`config.mk`:
```
export PLATFORM = sky130hd
export DESIGN_NAME = uart_tx_frame
export DESIGN_NICKNAME = d
export VERILOG_FILES = /design/src/rtl/uart_tx_frame.sv
export SDC_FILE = /design/constraint.sdc
export NUM_CORES = 1
export LEC_CHECK = 0
export BUFFER_PORTS_ARGS = -buffer_cell sky130_fd_sc_hd__buf_2
export CORE_UTILIZATION = 30
export DETAILED_ROUTE_END_ITERATION = 12
export PLACE_DENSITY = 0.55
export SLEW_MARGIN = 20
export SYNTH_ARGS = -nofsm -noshare
export SYNTH_HDL_FRONTEND = slang
export SYNTH_SLANG_ARGS = --single-unit
```
`constraint.sdc`:
```
create_clock -name CLK -period 4.5 [get_ports CLK]
set_input_delay 0.225 -clock CLK [delete_from_list [all_inputs] [get_ports CLK]]
set_output_delay 0.225 -clock CLK [all_outputs]
set_load 0.02 [all_outputs]
```
`src/rtl/uart_tx_frame.sv`:
```
// ---------------------------------------------------------------------------
// uart_tx_frame
// Serial UART transmitter that sends one bit per clock cycle. An accepted word
// goes out as: start bit (0), data bits LSB first, an optional parity bit,
// and a stop bit (1). Busy is high from the start bit through the stop bit.
// At least one idle cycle follows every frame, so Busy rises exactly once per
// frame. A downstream edge detector relies on this to pop the TX FIFO.
//
// Ports
//   CLK         in   1           TX clock, one cycle per bit period
//   RST         in   1           asynchronous active-low reset
//   P_DATA      in   DATA_WIDTH  parallel word to transmit
//   Data_Valid  in   1           P_DATA valid; sampled only while idle
//   PAR_EN      in   1           1 = append a parity bit
//   PAR_TYP     in   1           0 = even parity, 1 = odd parity
//   TX_OUT      out  1           serial line, idles high (registered)
//   Busy        out  1           frame in progress (registered)
// ---------------------------------------------------------------------------
module uart_tx_frame #(
   parameter int DATA_WIDTH = 8
) (
   input  logic                  CLK,
   input  logic                  RST,
   input  logic [DATA_WIDTH-1:0] P_DATA,
   input  logic                  Data_Valid,
   input  logic                  PAR_EN,
   input  logic                  PAR_TYP,
   output logic                  TX_OUT,
   output logic                  Busy
);

   localparam int CNT_W = (DATA_WIDTH > 1) ? $clog2(DATA_WIDTH) : 1;
   localparam logic [CNT_W-1:0] LAST_BIT = CNT_W'(DATA_WIDTH - 1);

   typedef enum logic [2:0] {
      IDLE   = 3'd0,
      START  = 3'd1,
      DATA   = 3'd2,
      PARITY = 3'd3,
      STOP   = 3'd4
   } state_t;

   state_t                state_r;
   state_t                state_s;
   logic [CNT_W-1:0]      cnt_r;
   logic [CNT_W-1:0]      cnt_s;
   logic [DATA_WIDTH-1:0] data_r;
   logic                  par_en_r;
   logic                  par_bit_r;
   logic                  accept_s;
   logic                  tx_s;
   logic                  busy_s;

   // Parity bit over the word: even parity is the XOR of the bits, odd parity
   // is its complement.
   function automatic logic calc_parity(input logic [DATA_WIDTH-1:0] data,
                                        input logic                  odd);
      calc_parity = (^data) ^ odd;
   endfunction

   // State and bit-counter register.
   always_ff @(posedge CLK or negedge RST) begin
      if (!RST) begin
         state_r <= IDLE;
         cnt_r   <= {CNT_W{1'b0}};
      end else begin
         state_r <= state_s;
         cnt_r   <= cnt_s;
      end
   end

   // Latch the word and its framing options when a frame is accepted, so
   // input changes during the frame have no effect.
   always_ff @(posedge CLK or negedge RST) begin
      if (!RST) begin
         data_r    <= {DATA_WIDTH{1'b0}};
         par_en_r  <= 1'b0;
         par_bit_r <= 1'b0;
      end else if (accept_s) begin
         data_r    <= P_DATA;
         par_en_r  <= PAR_EN;
         par_bit_r <= calc_parity(P_DATA, PAR_TYP);
      end else begin
         data_r    <= data_r;
         par_en_r  <= par_en_r;
         par_bit_r <= par_bit_r;
      end
   end

   // Next-state logic. Data_Valid is looked at only in IDLE, and STOP always
   // returns to IDLE. This forces the idle gap between frames.
   always_comb begin
      state_s  = state_r;
      cnt_s    = cnt_r;
      accept_s = 1'b0;
      case (state_r)
         IDLE: begin
            if (Data_Valid) begin
               accept_s = 1'b1;
               state_s  = START;
            end else begin
               state_s  = IDLE;
            end
         end
         START: begin
            state_s = DATA;
            cnt_s   = {CNT_W{1'b0}};
         end
         DATA: begin
            if (cnt_r == LAST_BIT) begin
               cnt_s   = {CNT_W{1'b0}};
               state_s = par_en_r ? PARITY : STOP;
            end else begin
               cnt_s   = cnt_r + CNT_W'(1);
               state_s = DATA;
            end
         end
         PARITY: begin
            state_s = STOP;
         end
         STOP: begin
            state_s = IDLE;
         end
         default: begin
            state_s = IDLE;
            cnt_s   = {CNT_W{1'b0}};
         end
      endcase
   end

   // Output decode of the upcoming state. Registering it means the line
   // shows a state's bit in the same cycle the state register holds it.
   // The start bit therefore appears in the cycle right after acceptance.
   always_comb begin
      tx_s   = 1'b1;
      busy_s = 1'b0;
      case (state_s)
         IDLE: begin
            tx_s   = 1'b1;
            busy_s = 1'b0;
         end
         START: begin
            tx_s   = 1'b0;
            busy_s = 1'b1;
         end
         DATA: begin
            tx_s   = data_r[cnt_s];
            busy_s = 1'b1;
         end
         PARITY: begin
            tx_s   = par_bit_r;
            busy_s = 1'b1;
         end
         STOP: begin
            tx_s   = 1'b1;
            busy_s = 1'b1;
         end
         default: begin
            tx_s   = 1'b1;
            busy_s = 1'b0;
         end
      endcase
   end

   // Output registers; reset drives the line idle immediately.
   always_ff @(posedge CLK or negedge RST) begin
      if (!RST) begin
         TX_OUT <= 1'b1;
         Busy   <= 1'b0;
      end else begin
         TX_OUT <= tx_s;
         Busy   <= busy_s;
      end
   end

endmodule
```
==> results.md, run 1 <==
Outcome:
- The run finished, with violations left.
- The final reports fail on DRC.

CTS:
- The clock slew seen by the registers of the worst setup and hold paths is approximately 0.10 ns.
- The cell at the root of the clock tree is sky130_fd_sc_hd__clkbuf_4.
- The number of buffers inserted during clock tree synthesis is 3.
- In this run the number of H-tree levels came out at 1.
- The later-pin clock latency in the skew report is 0.29 ns.
- The clock tree from TritonCTS is yes.
- The maximum root-to-sink buffer count is 2.
- Clock tree synthesis found a total of 18 sinks.
- The number of buffers inserted to repair setup after CTS is 0.

STA:
- Setup repair after global routing left no endpoint under its margin.
- The worst setup skew after layout is around 0.0025 ns.
- The setup TNS is 0 ns.
- The time the final worst path needs with I/O delays and setup is roughly 2.6 ns.
- The worst-case headroom to the max-slew limit is 0.599.
- The maximum clock frequency is 390 MHz.
- The count of pins over their slew limit is 0.
- The post-route clock period utilization is 0.570.
- The hold violation count in the final report is 0.
- The worst path meets setup with 1.94 ns of slack.
- The slew at the pin closest to its max-slew limit is about 0.60 ns.
- The number of setup violations in the final report is 0.
- The worst hold margin is around 0.12 ns.

Cells and area:
- Summing all flip-flop and latch instances after layout gives around 450 um2.
- The repair_antennas step left the layout with diodes totalling 0.
- In the final layout, the multi-input gates occupy roughly 420 um2.
- The synthesis-to-finish area growth is 16.2%.
- The post-layout instance count excluding filler cells is 131.
- The finished cells cover 1060 um2.
- The number of nets at the end of the flow is 116.
- The share of post-route cells with drive strength above 1 is 0.290.
- The filler cells instantiated in the layout total ~290.
- The fraction of the core area covered by cells at the end of the flow is 0.377.

Die:
- The die footprint is approximately 3300 um2.
- The vertical die dimension is 57.1 um.
- The number of rows in the core area is 19.
- The number of top-level design ports is 15.
- The initial core utilization is 0.324.
- In this run the horizontal extent of the chip is about 57 um.
- The placeable core region is about 2800 um2.

Pwr:
- IR analysis of the VDD net gives a maximum drop of 304 uV.
- The leakage component of the power is roughly 0.5 nW.
- Dividing total power by cell area gives a power density of between 600 and 700 nW/um2.
- The overall power is around 0.68 mW.

Detailed routing:
- For this block, the initial DRC count from the detailed router was 12.
- Dividing the detail-routed wire length by the instance count gives around 12 um.
- The number of detailed-routing iterations run before antenna repair is 8.
- After detailed routing, the number of remaining DRC violations is 2.
- The total length of routed wires is between 1500 and 2000 um.
- The routed layout has 657 vias.
- The final antenna-violating net count is 0.
- Using the TritonRoute via totals, the vias-per-cell ratio works out to about 5.

Synth:
- Synthesis handed over a netlist of 82 instances.
- sky130_fd_sc_hd__dfrtp_1 takes more of the synthesized area than any other cell.
- Yosys attributes the largest share of cell area to sky130_fd_sc_hd__dfrtp_1, sky130_fd_sc_hd__mux2_2, sky130_fd_sc_hd__xnor2_1, sky130_fd_sc_hd__mux2i_1, sky130_fd_sc_hd__dfstp_2.
- Counting flops and latches in the post-synthesis netlist gives 18.
- Dividing the synthesized area by the synthesized cell count gives around 11 um2.
- Counting every net in the synthesized netlist gives 97.
- The synthesis warning total is 0.
- The area fraction of the dominant cell type after synthesis is 0.468.
- Synthesis instantiated 28 different standard cells from the library.
- After synthesis the cells add up to a little over 900 um2.
- The sequential fraction of the synthesis area is 0.497.

Placed design:
- Detailed placement ended at an HPWL of roughly 1300 um.
- The placed cell area is just over 1000 um2.
- At the end of routability-driven placement, the weighted congestion stood at approximately 0.70.
- The placed cell count is roughly 130.
- Before CTS, the worst setup slack after placement is roughly 2 ns.
- Buffers placed on the I/O ports in this run total 14.

Critical path:
- STA puts the critical path data arrival time at approximately 2.8 ns.
- The number of cell instances on the worst register-to-register path is 8.
- The endpoint required time on the critical path is 4.72 ns.
- The startpoint identified for the worst register-to-register timing path is cnt_r[0]$_DFF_PN0_.
- The category of the critical setup timing path is flop to flop.
- The kind of end point of the critical path is a flop.
- The critical register-to-register path endpoint is TX_OUT$_DFF_PN1_.
- The minimum setup slack among reg-to-reg paths is about 1.9 ns.
- The worst setup path is launched from a flop.
- In this run the worst path has a maximum fanout of 5.

Min path:
- The worst hold path passes through 3 cells.
- The classification of the worst-slack hold path is primary input to flop.
- In this run the most critical hold path is launched from PAR_EN.
- The path with the worst hold slack has its endpoint at par_en_r$_DFFE_PN0P_.

Global routing:
- Entering global routing, the biggest net connects 19 pins.
- The initial antenna violation count is 0.
- The wire length of the first global-routing pass is 2860 um.
- The final global-route overflow total is 0.
- For this run, the total global-route usage over all layers was measured as 0.117.
- The number of global-route vias before repair is between 600 and 700.

Flow run:
- The tool flagged a number of max-cap violations equal to 0.
area by class of cell:
| cell class | count | share of cell area |
|---|---|---|
| sequential | 18 | 0.427 |
| multi-input combinational | 56 | 0.398 |
| tap | 31 | 0.0367 |
| timing repair buffer | 16 | 0.0828 |
| inverter | 6 | 0.0213 |
| clock buffer | 4 | 0.0343 |
synth_stat cells:
| library cell | number |
|---|---|
| sky130_fd_sc_hd__dfrtp_1 | 17 |
| sky130_fd_sc_hd__mux2_2 | 7 |
| sky130_fd_sc_hd__nand2_1 | 7 |
| sky130_fd_sc_hd__inv_1 | 6 |
| sky130_fd_sc_hd__xnor2_1 | 6 |
| sky130_fd_sc_hd__o21ai_0 | 4 |
| sky130_fd_sc_hd__mux2i_1 | 3 |
| sky130_fd_sc_hd__nor2_1 | 3 |
| sky130_fd_sc_hd__a2111oi_0 | 2 |
| sky130_fd_sc_hd__a21boi_0 | 2 |
| sky130_fd_sc_hd__a21oi_1 | 2 |
| sky130_fd_sc_hd__a31oi_1 | 2 |
| sky130_fd_sc_hd__ha_1 | 2 |
| sky130_fd_sc_hd__nand3_1 | 2 |
| sky130_fd_sc_hd__o2111a_1 | 2 |
| sky130_fd_sc_hd__or3_1 | 2 |
| sky130_fd_sc_hd__xor2_1 | 2 |
| sky130_fd_sc_hd__a21o_1 | 1 |
| sky130_fd_sc_hd__and2_4 | 1 |
| sky130_fd_sc_hd__buf_6 | 1 |
| sky130_fd_sc_hd__clkbuf_1 | 1 |
| sky130_fd_sc_hd__dfstp_2 | 1 |
| sky130_fd_sc_hd__nand2b_1 | 1 |
| sky130_fd_sc_hd__nor2b_1 | 1 |
| sky130_fd_sc_hd__nor3b_1 | 1 |
| sky130_fd_sc_hd__o21a_1 | 1 |
| sky130_fd_sc_hd__or3_2 | 1 |
| sky130_fd_sc_hd__or4_1 | 1 |
per-layer routing:
layer | wire [um] | vias up | track usage
li1 | - | 326 | -
met1 | 750 | 309 | 0.147
met2 | 757 | 20 | 0.188
met3 | 109 | 2 | 0.0476
met4 | 10 | 0 | 0.0314
met5 | 0 | - | 0
cell usage in the layout (no fill, tap or decap):
cell	instances
sky130_fd_sc_hd__dfrtp_1	17
sky130_fd_sc_hd__nand3_1	2
sky130_fd_sc_hd__a31oi_1	2
sky130_fd_sc_hd__xor2_1	2
sky130_fd_sc_hd__or3_1	2
sky130_fd_sc_hd__mux2i_1	3
sky130_fd_sc_hd__nor2_1	3
sky130_fd_sc_hd__nand2_1	7
sky130_fd_sc_hd__or3_2	1
sky130_fd_sc_hd__nor3b_1	1
sky130_fd_sc_hd__nand2b_1	1
sky130_fd_sc_hd__inv_1	6
sky130_fd_sc_hd__a21o_1	1
sky130_fd_sc_hd__o21ai_0	4
sky130_fd_sc_hd__nor2b_1	1
sky130_fd_sc_hd__a21boi_0	2
sky130_fd_sc_hd__buf_2	14
sky130_fd_sc_hd__ha_1	2
sky130_fd_sc_hd__xnor2_1	6
sky130_fd_sc_hd__dlygate4sd3_1	1
sky130_fd_sc_hd__dfstp_2	1
sky130_fd_sc_hd__clkbuf_4	3
sky130_fd_sc_hd__buf_4	1
sky130_fd_sc_hd__o21a_1	1
sky130_fd_sc_hd__clkbuf_8	1
sky130_fd_sc_hd__a2111oi_0	2
sky130_fd_sc_hd__o2111a_1	2
sky130_fd_sc_hd__and2_4	1
sky130_fd_sc_hd__or4_1	1
sky130_fd_sc_hd__mux2_2	7
sky130_fd_sc_hd__a21oi_1	2
how the worst max path moves through the flow:
stage / start / to / slack, ns / depth (start not counted)
2_1_floorplan: cnt_r[0]$_DFF_PN0_ / TX_OUT$_DFF_PN1_ / 2.06 / 8
6_report: cnt_r[0]$_DFF_PN0_ / TX_OUT$_DFF_PN1_ / 1.94 / 8
3_3_place_gp: cnt_r[0]$_DFF_PN0_ / TX_OUT$_DFF_PN1_ / 1.99 / 8
3_5_place_dp: cnt_r[0]$_DFF_PN0_ / TX_OUT$_DFF_PN1_ / 1.96 / 8
5_1_grt: cnt_r[0]$_DFF_PN0_ / TX_OUT$_DFF_PN1_ / 1.82 / 8
4_1_cts: cnt_r[0]$_DFF_PN0_ / TX_OUT$_DFF_PN1_ / 1.93 / 8
state kept, by name, summed over array words and instances (netlist names):
register	flops
data_r	8
state_r	3
Busy	1
par_bit_r	1
par_en_r	1
cnt_r	3
TX_OUT	1
what timing repair did:
item,CTS,global route
resized for setup,0,0
endpoints found under the setup margin,0,0
hold endpoints to repair,17,0
hold buffers,1,0
worst max-delay path: stages (launching register included):
cell and delay (ns):
sky130_fd_sc_hd__dfrtp_1 0.41, sky130_fd_sc_hd__ha_1 0.20, sky130_fd_sc_hd__ha_1 0.20, sky130_fd_sc_hd__or3_1 0.37, sky130_fd_sc_hd__a21o_1 0.23, sky130_fd_sc_hd__and2_4 0.18
sky130_fd_sc_hd__o2111a_1 0.22, sky130_fd_sc_hd__or4_1 0.49, sky130_fd_sc_hd__a31oi_1 0.18
power breakdown:
part	internal [mW]	leakage [nW]	total, mW	switching, mW
sequential	0.240	0.219	0.288	0.0487
clock	0.0493	0.0210	0.100	0.0508
combinational	0.142	0.251	0.292	0.150
kinds of logic after synthesis:
kind of cell,synth area share
AND/OR/NAND/NOR,0.114
flip-flops,0.497
AO/OA/AOI/OAI,0.124
multiplexers,0.120
XOR/XNOR,0.0770
buffers and inverters,0.0413
adder cells (fa/ha/maj),0.0275
Note: power is estimated with default switching activity, not from simulation.
==> inputs of run 2 (changes only) <==
Clock period 4.5 ns to 2.48 ns, I/O delays scaled along.
==> run 2 against run 1 <==
The run still ends with DRC left. Hold slack got worse by 0.081 ns. Worst setup slack got worse by 1.9 ns. First-iteration DRC count increased by 50%. Sequential cell count unchanged. Clock skew increased by 0.010 ns. Critical path depth unchanged. Largest power group unchanged.
==> results.md, run 2 (synthesis gave the netlist of run 1 again) <==
Critical path:
- The worst setup path is captured at a flop.
- The minimum setup slack among reg-to-reg paths is 0.09 ns.
- At the worst endpoint, the required time is ~2.7 ns.
- STA classifies the critical path startpoint as a flop.
- The highest fanout seen on the critical path is 5.
- The category of the critical setup timing path is flop to flop.
- The endpoint arrival time on the critical path is between 2 and 3 ns.

Cells and area:
- The post-layout instance count excluding filler cells is 137.
- For this run, the post-layout net count is 122.
- In the final layout, the registers with the most flip-flops are data_r (8), cnt_r (3), state_r (3).
- The number of antenna repair diodes is 0.
- The most frequent standard cell in the layout excluding fill and tap cells is sky130_fd_sc_hd__dfrtp_1.
- The register with the most flip-flops in the layout has 8 of them.
- The synthesis-to-finish area growth is 20.6%.
- In the layout the commonest cells are sky130_fd_sc_hd__dfrtp_1, sky130_fd_sc_hd__buf_2, sky130_fd_sc_hd__nand2_1, sky130_fd_sc_hd__mux2_2, sky130_fd_sc_hd__buf_4.
- After routing the design area is between 1000 and 1500 um2.
- The share of post-route cells with drive strength above 1 is 0.340.
- The fraction of the core area covered by cells at the end of the flow is 0.391.
- The register with the most flip-flops is data_r.

Die:
- In this run the count of I/O pins placed on the die edge is 15.
- The region available for standard cell placement spans 2810 um2.
- The die footprint is 3260 um2.
- The initialized floorplan defines 19 standard-cell rows.
- The floorplan step set the die width to roughly 57 um.
- The initial core utilization is 0.324.
- The vertical die dimension is ~57 um.

Detailed routing:
- The routed design uses between 70 and 80 um of met3 wire.
- The wire length on met1 is roughly 800 um.
- The detailed-route DRC error count is 2.
- Dividing the detail-routed wire length by the instance count gives approximately 13 um.
- The iteration-0 DRC count of the detailed router is 18.
- The via density per instance is around 4.8.
- The total length of routed wires is between 1500 and 2000 um.
- The highest routing layer actually used is met3.
- The routed length on met2 is ~850 um.
- The routed layout has roughly 660 vias.
- The first TritonRoute pass finished after 8 iterations.
- Once detail routing completed, the nets flagged for antenna violations numbered 0.

Global routing:
- The first global-routing pass estimated between 3000 and 4000 um of wire.
- After global routing the overflow that remains totals 0.
- The initial antenna violation count came to 0.
- Entering global routing, the biggest net connects 19 pins.
- The overall routing resource usage is 0.119.
- The number of global-route vias before repair is approximately 670.

STA:
- Counting I/O delays and the setup requirement, the final critical path takes around 2.4 ns.
- On the final layout, the worst clock skew is between 0.01 and 0.015 ns.
- The hold violation count in the final report is 0.
- The worst-case headroom to the max-slew limit is 0.696.
- Derived from the worst setup path, the maximum achievable clock frequency is 418 MHz.
- The slew at the pin closest to its max-slew limit is roughly 0.45 ns.
- In the finished design, the share of the clock period the worst path needs comes to 0.966.
- The count of pins over their slew limit is 0.
- Setup violations remaining at the end of the flow were counted as 0.
- Setup repair after global routing could not meet its margin everywhere.
- The worst hold margin is approximately 0.041 ns.

CTS:
- The later-pin clock latency in the skew report is 0.30 ns.
- TritonCTS built the clock tree.
- After clock tree synthesis, the clock-pin slew on the worst setup and hold paths is roughly 0.090 ns.
- The maximum root-to-sink buffer count is 2.
- Counting the buffers created by CTS gives 3.
- The number of H-tree levels is 1.
- The total clock sinks is 18.
- The tree is rooted in a sky130_fd_sc_hd__clkbuf_4.

Placed design:
- Buffers placed on the I/O ports in this run total 14.
- The placed cell area is approximately 1000 um2.
- In this run, placement finished with an instance count of 131.
- The final weighted congestion in routability-driven placement is 0.681.
- The HPWL after detailed placement is about 1300 um.

Pwr:
- The leakage component of the power is between 0.5 and 0.6 nW.
- In this run the power density over the cells is 1160 nW/um2.
- The maximum VDD drop is between 500 and 600 uV.
- The overall power is ~1.3 mW.

Outcome:
- The final reports fail on DRC.
- The flow ran to the end, but the final reports show violations.

Flow run:
- Across the run, the number of max-cap violations was 0.

Min path:
- The classification of the worst-slack hold path is primary input to flop.
run 2: cell types whose count changed in the layout (fill, tap and decap cells not counted):
cell,delta
sky130_fd_sc_hd__buf_4,+6
sky130_fd_sc_hd__ha_2,+2
sky130_fd_sc_hd__ha_1,-2
sky130_fd_sc_hd__clkbuf_1,+1
sky130_fd_sc_hd__clkbuf_8,-1
run 2: final cells by class:
type | count | area [um2]
well taps | 31 | 38.8
repair buffers | 22 | 133
multi-input cells | 56 | 425
fillers | 286 | 1710
clock buffers | 4 | 26.3
flip-flops and latches | 18 | 452
inverters | 6 | 22.5
run 2: per-layer routing:
layer | vias up | GRT usage
li1 | 336 | -
met4 | 0 | 0
met1 | 312 | 0.154
met3 | 0 | 0.0408
met2 | 15 | 0.208
met5 | - | 0
run 2: metrics by stage:
stage | worst slack (ns) | setup TNS [ns]
detailed placement | 0.0225 | 0
floorplan | 0.0418 | 0
CTS | 0.0289 | 0
global route | -0.0611 | -0.0611
global placement | 0.0372 | 0
finish | 0.0851 | 0
run 2: worst paths after layout:
kind / to / cells past startpoint / from
worst max-delay path: TX_OUT$_DFF_PN1_ / 8 / cnt_r[1]$_DFF_PN0_
worst min-delay path: par_en_r$_DFFE_PN0P_ / 3 / PAR_EN
worst max register to register: TX_OUT$_DFF_PN1_ / 8 / cnt_r[1]$_DFF_PN0_
worst min register to register: par_bit_r$_DFFE_PN0P_ / 1 / par_bit_r$_DFFE_PN0P_
max in group asynchronous: TX_OUT$_DFF_PN1_ / 2 / RST
min in group asynchronous: data_r[2]$_DFFE_PN0P_ / 2 / RST
run 2: report_power, final:
part / switching, mW / internal (mW)
registers: 0.0795 / 0.435
clock network: 0.0917 / 0.0625
logic: 0.297 / 0.303
run 2: worst max-delay path, stage by stage (launching register included):
cell and delay, ns:
sky130_fd_sc_hd__dfrtp_1 0.41, sky130_fd_sc_hd__ha_2 0.19, sky130_fd_sc_hd__ha_2 0.16, sky130_fd_sc_hd__or3_1 0.31, sky130_fd_sc_hd__a21o_1 0.19, sky130_fd_sc_hd__and2_4 0.17, sky130_fd_sc_hd__o2111a_1 0.23, sky130_fd_sc_hd__or4_1 0.49
sky130_fd_sc_hd__a31oi_1 0.18
run 2: timing repair:
item | 4_1_cts | 5_1_grt
resized for setup | 0 | 2
buffers inserted | 0 | 1
endpoints found under the setup margin | 1 | 1
hold buffers | 1 | 0
pin swaps | 1 | 5
hold endpoints to repair | 17 | 0
==> inputs of run 3 (changes only) <==
Settings changed: CELL_PAD_IN_SITES_DETAIL_PLACEMENT set to 1, CELL_PAD_IN_SITES_GLOBAL_PLACEMENT set to 1, PLACE_DENSITY 0.55 to 0.65, REMOVE_ABC_BUFFERS set to 1.
==> run 3 against run 2 <==
The run now ends clean. Maximum frequency down 3.3%. Critical path depth unchanged. Die area unchanged. Register-to-register slack worse by 0.08 ns. Sequential cell count unchanged. Final cell count down 0.73%. Combinational power up 13%. Sequential power about the same. Hold slack better by 0.0048 ns. Routed wire length up 12%. First-iteration DRC count down 61%. Non-clock buffer count down 1. Critical path type unchanged. Critical endpoint unchanged. Largest cell class unchanged.
==> results.md, run 3 (synthesis gave the netlist of run 1 again) <==
Outcome:
- The flow ran to the end, and the final reports show no timing, DRC or antenna violations.

Die:
- The floorplan has 19 rows.
- The initial utilization of the core area, before any placement, comes to 0.324.
- The die footprint is ~3300 um2.
- The placeable core region is between 2000 and 3000 um2.
- The die width is between 50 and 60 um.
- The number of top-level design ports is 15.
- From bottom edge to top edge, the die measures approximately 57 um.

Critical path:
- On the critical path, the stage with the largest delay is an instance of sky130_fd_sc_hd__or4_4.
- The minimum setup slack among reg-to-reg paths is 0.003 ns.
- At the worst endpoint, the required time is about 2.7 ns.
- The critical register-to-register path endpoint is TX_OUT$_DFF_PN1_.
- The critical path startpoint category is a flop.
- The signal on the critical path passes through ha_2 -> ha_2 -> or3_1 -> a21o_1 -> and2_4 -> o2111a_1 -> or4_4 -> a31oi_4.
- The critical path's most frequent cell is sky130_fd_sc_hd__ha_2.
- In this run the worst path has a maximum fanout of 5.
- The category of the critical setup timing path is flop to flop.
- For the worst flop-to-flop path, the logic depth is 8.
- The kind of end point of the critical path is a flop.
- In this design, the stage delay of the slowest critical-path cell is between 0.5 and 0.6 ns.
- The startpoint of the worst register-to-register path is cnt_r[1]$_DFF_PN0_.
- In this run the worst setup path begins at cnt_r[1]$_DFF_PN0_.
- Data on the critical path arrives at its endpoint at 2.70 ns.

CTS:
- The longest clock path from root to sink contains 2 buffers.
- The number of buffers inserted during clock tree synthesis is 3.
- After clock tree synthesis, the setup repair step added 0 buffers.
- The later-pin clock latency in the skew report is ~0.3 ns.
- In this run the number of H-tree levels came out at 1.
- The clock drives 18 sinks.
- The cell at the root of the clock tree is sky130_fd_sc_hd__clkbuf_4.
- The clock slew seen by the registers of the worst setup and hold paths is 0.11 ns.
- TritonCTS built the clock tree.

Global routing:
- The number of global-route vias before repair came to ~800.
- The final global-route overflow total is 0.
- The overall routing resource usage is 0.135.
- The initial antenna violation count is 0.
- The wire length of the first global-routing pass is between 3000 and 4000 um.
- The maximum number of pins on one net before global-route repair is 19.

Min path:
- The worst hold path cell count is 3.
- The startpoint identified for the worst hold timing path is PAR_EN.
- The classification of the worst-slack hold path is primary input to flop.
- The worst min-delay path endpoint is par_en_r$_DFFE_PN0P_.

Detailed routing:
- The final antenna-violating net count is 0.
- The via density per instance is 5.04.
- The total via count after detailed routing is between 600 and 700.
- The detailed-route DRC error count is 0.
- The number of detailed-routing iterations run before antenna repair is 4.
- In the final routed layout, each cell accounts on average for 14.2 um.
- The total length of routed wires is roughly 1900 um.
- The iteration-0 DRC count of the detailed router is 7.

Placed design:
- The count of input and output buffers is 14.
- The final weighted congestion in routability-driven placement is 0.758.
- The estimated wirelength of the detail-placed design is approximately 1500 um.
- The post-placement setup slack is 0.00171 ns.

Cells and area:
- The share of post-route cells with drive strength above 1 is 0.352.
- The area growth from synthesis to layout is 21.9%.
- The number of flip-flops in the largest register is 8.
- data_r holds more flip-flops than any other register.
- The library cells used most frequently in the layout, excluding fill and tap cells, are sky130_fd_sc_hd__dfrtp_1, sky130_fd_sc_hd__buf_2, sky130_fd_sc_hd__nand2_1, sky130_fd_sc_hd__mux2_2.
- Leaving out fill and tap cells, the most frequent cell in the layout is sky130_fd_sc_hd__dfrtp_1.
- In the final layout, the registers with the most flip-flops are data_r (8), cnt_r (3), state_r (3).
- The number of antenna diodes in the final layout is 0.
- The number of nets at the end of the flow is 121.

STA:
- The hold violation count in the final report is 0.
- The maximum clock frequency is a little over 400 MHz.
- The slew at the pin closest to its max-slew limit is about 0.44 ns.
- The count of pins over their slew limit is 0.
- The minimum setup slack in the final design is ~0.0031 ns.
- The worst setup skew after layout is around 0.013 ns.
- In the finished design, the share of the clock period the worst path needs comes to 0.999.
- The worst-case headroom to the max-slew limit is 0.706.
- The number of setup violations in the final report is 0.
- The setup TNS is 0 ns.
- The clock period could shrink to between 2 and 2.5 ns.
- Setup repair after global routing could not meet its margin everywhere.

Pwr:
- In this run the static leakage power is around 0.51 nW.
- IR analysis of the VDD net gives a maximum drop of roughly 460 uV.
- For this design the ratio of total power to cell area is 1210 nW/um2.

Flow run:
- Max-cap violations in this run came to 0.
run 3: worst max-delay path: cells and delay by family (launching register included):
kind                     cells  cell delay, ns
adder cells (fa/ha/maj)      2            0.35
AO/OA/AOI/OAI                3            0.63
flip-flops                   1            0.41
AND/OR/NAND/NOR              3            0.99
run 3: worst max path at each step:
stage               cells after the start          endpoint  slack (ns)
floorplan                               8  TX_OUT$_DFF_PN1_        0.04
global placement                        8  TX_OUT$_DFF_PN1_        0.04
detailed placement                      8  TX_OUT$_DFF_PN1_       0.002
CTS                                     8  TX_OUT$_DFF_PN1_        0.02
global route                            8  TX_OUT$_DFF_PN1_       -0.08
finish                                  8  TX_OUT$_DFF_PN1_       0.003
run 3: timing repair:
item	CTS	global route
pin swaps	2	6
hold endpoints to repair	17	0
hold buffers	1	0
gates resized for setup	1	4
cloned	0	0
endpoints found under the setup margin	1	1
run 3: layer usage:
layer / share of wire / global-route usage / vias to the layer above / wire length [um]
li1: - / - / 332 / -
met1: 0.43 / 0.164 / 339 / 839
met2: 0.53 / 0.244 / 13 / 1020
met3: 0.035 / 0.0227 / 2 / 67
met4: 0.0041 / 0.0418 / 0 / 8
met5: 0 / 0 / - / 0
run 3: report_power, final:
group          total, mW  switching, mW  internal, mW
Sequential         0.512         0.0773         0.435
Combinational      0.679          0.340         0.339
Clock              0.155         0.0928        0.0625
Total               1.35          0.510         0.836
run 3: area by class of cell:
type                    instances  area (um2)
repair buffers                 21         125
clock buffers                   4        26.3
inverters                       6        22.5
flip-flops and latches         18         452
fillers                       323        1700
multi-input cells              56         444
well taps                      31        38.8
run 3: stage by stage:
step / hold WS [ns] / power [mW] / std cells / area (um2) / utilization
6_report: 0.0461 / 1.35 / 136 / 1110 / 0.395
3_3_place_gp: 0.0815 / 1.10 / 131 / 1050 / 0.374
4_1_cts: 0.0414 / 1.29 / 136 / 1090 / 0.388
2_1_floorplan: -0.172 / 0.920 / 80 / 895 / -
3_5_place_dp: 0.0853 / 1.13 / 131 / 1050 / 0.374
5_1_grt: 0.0611 / 1.46 / 136 / 1110 / 0.395
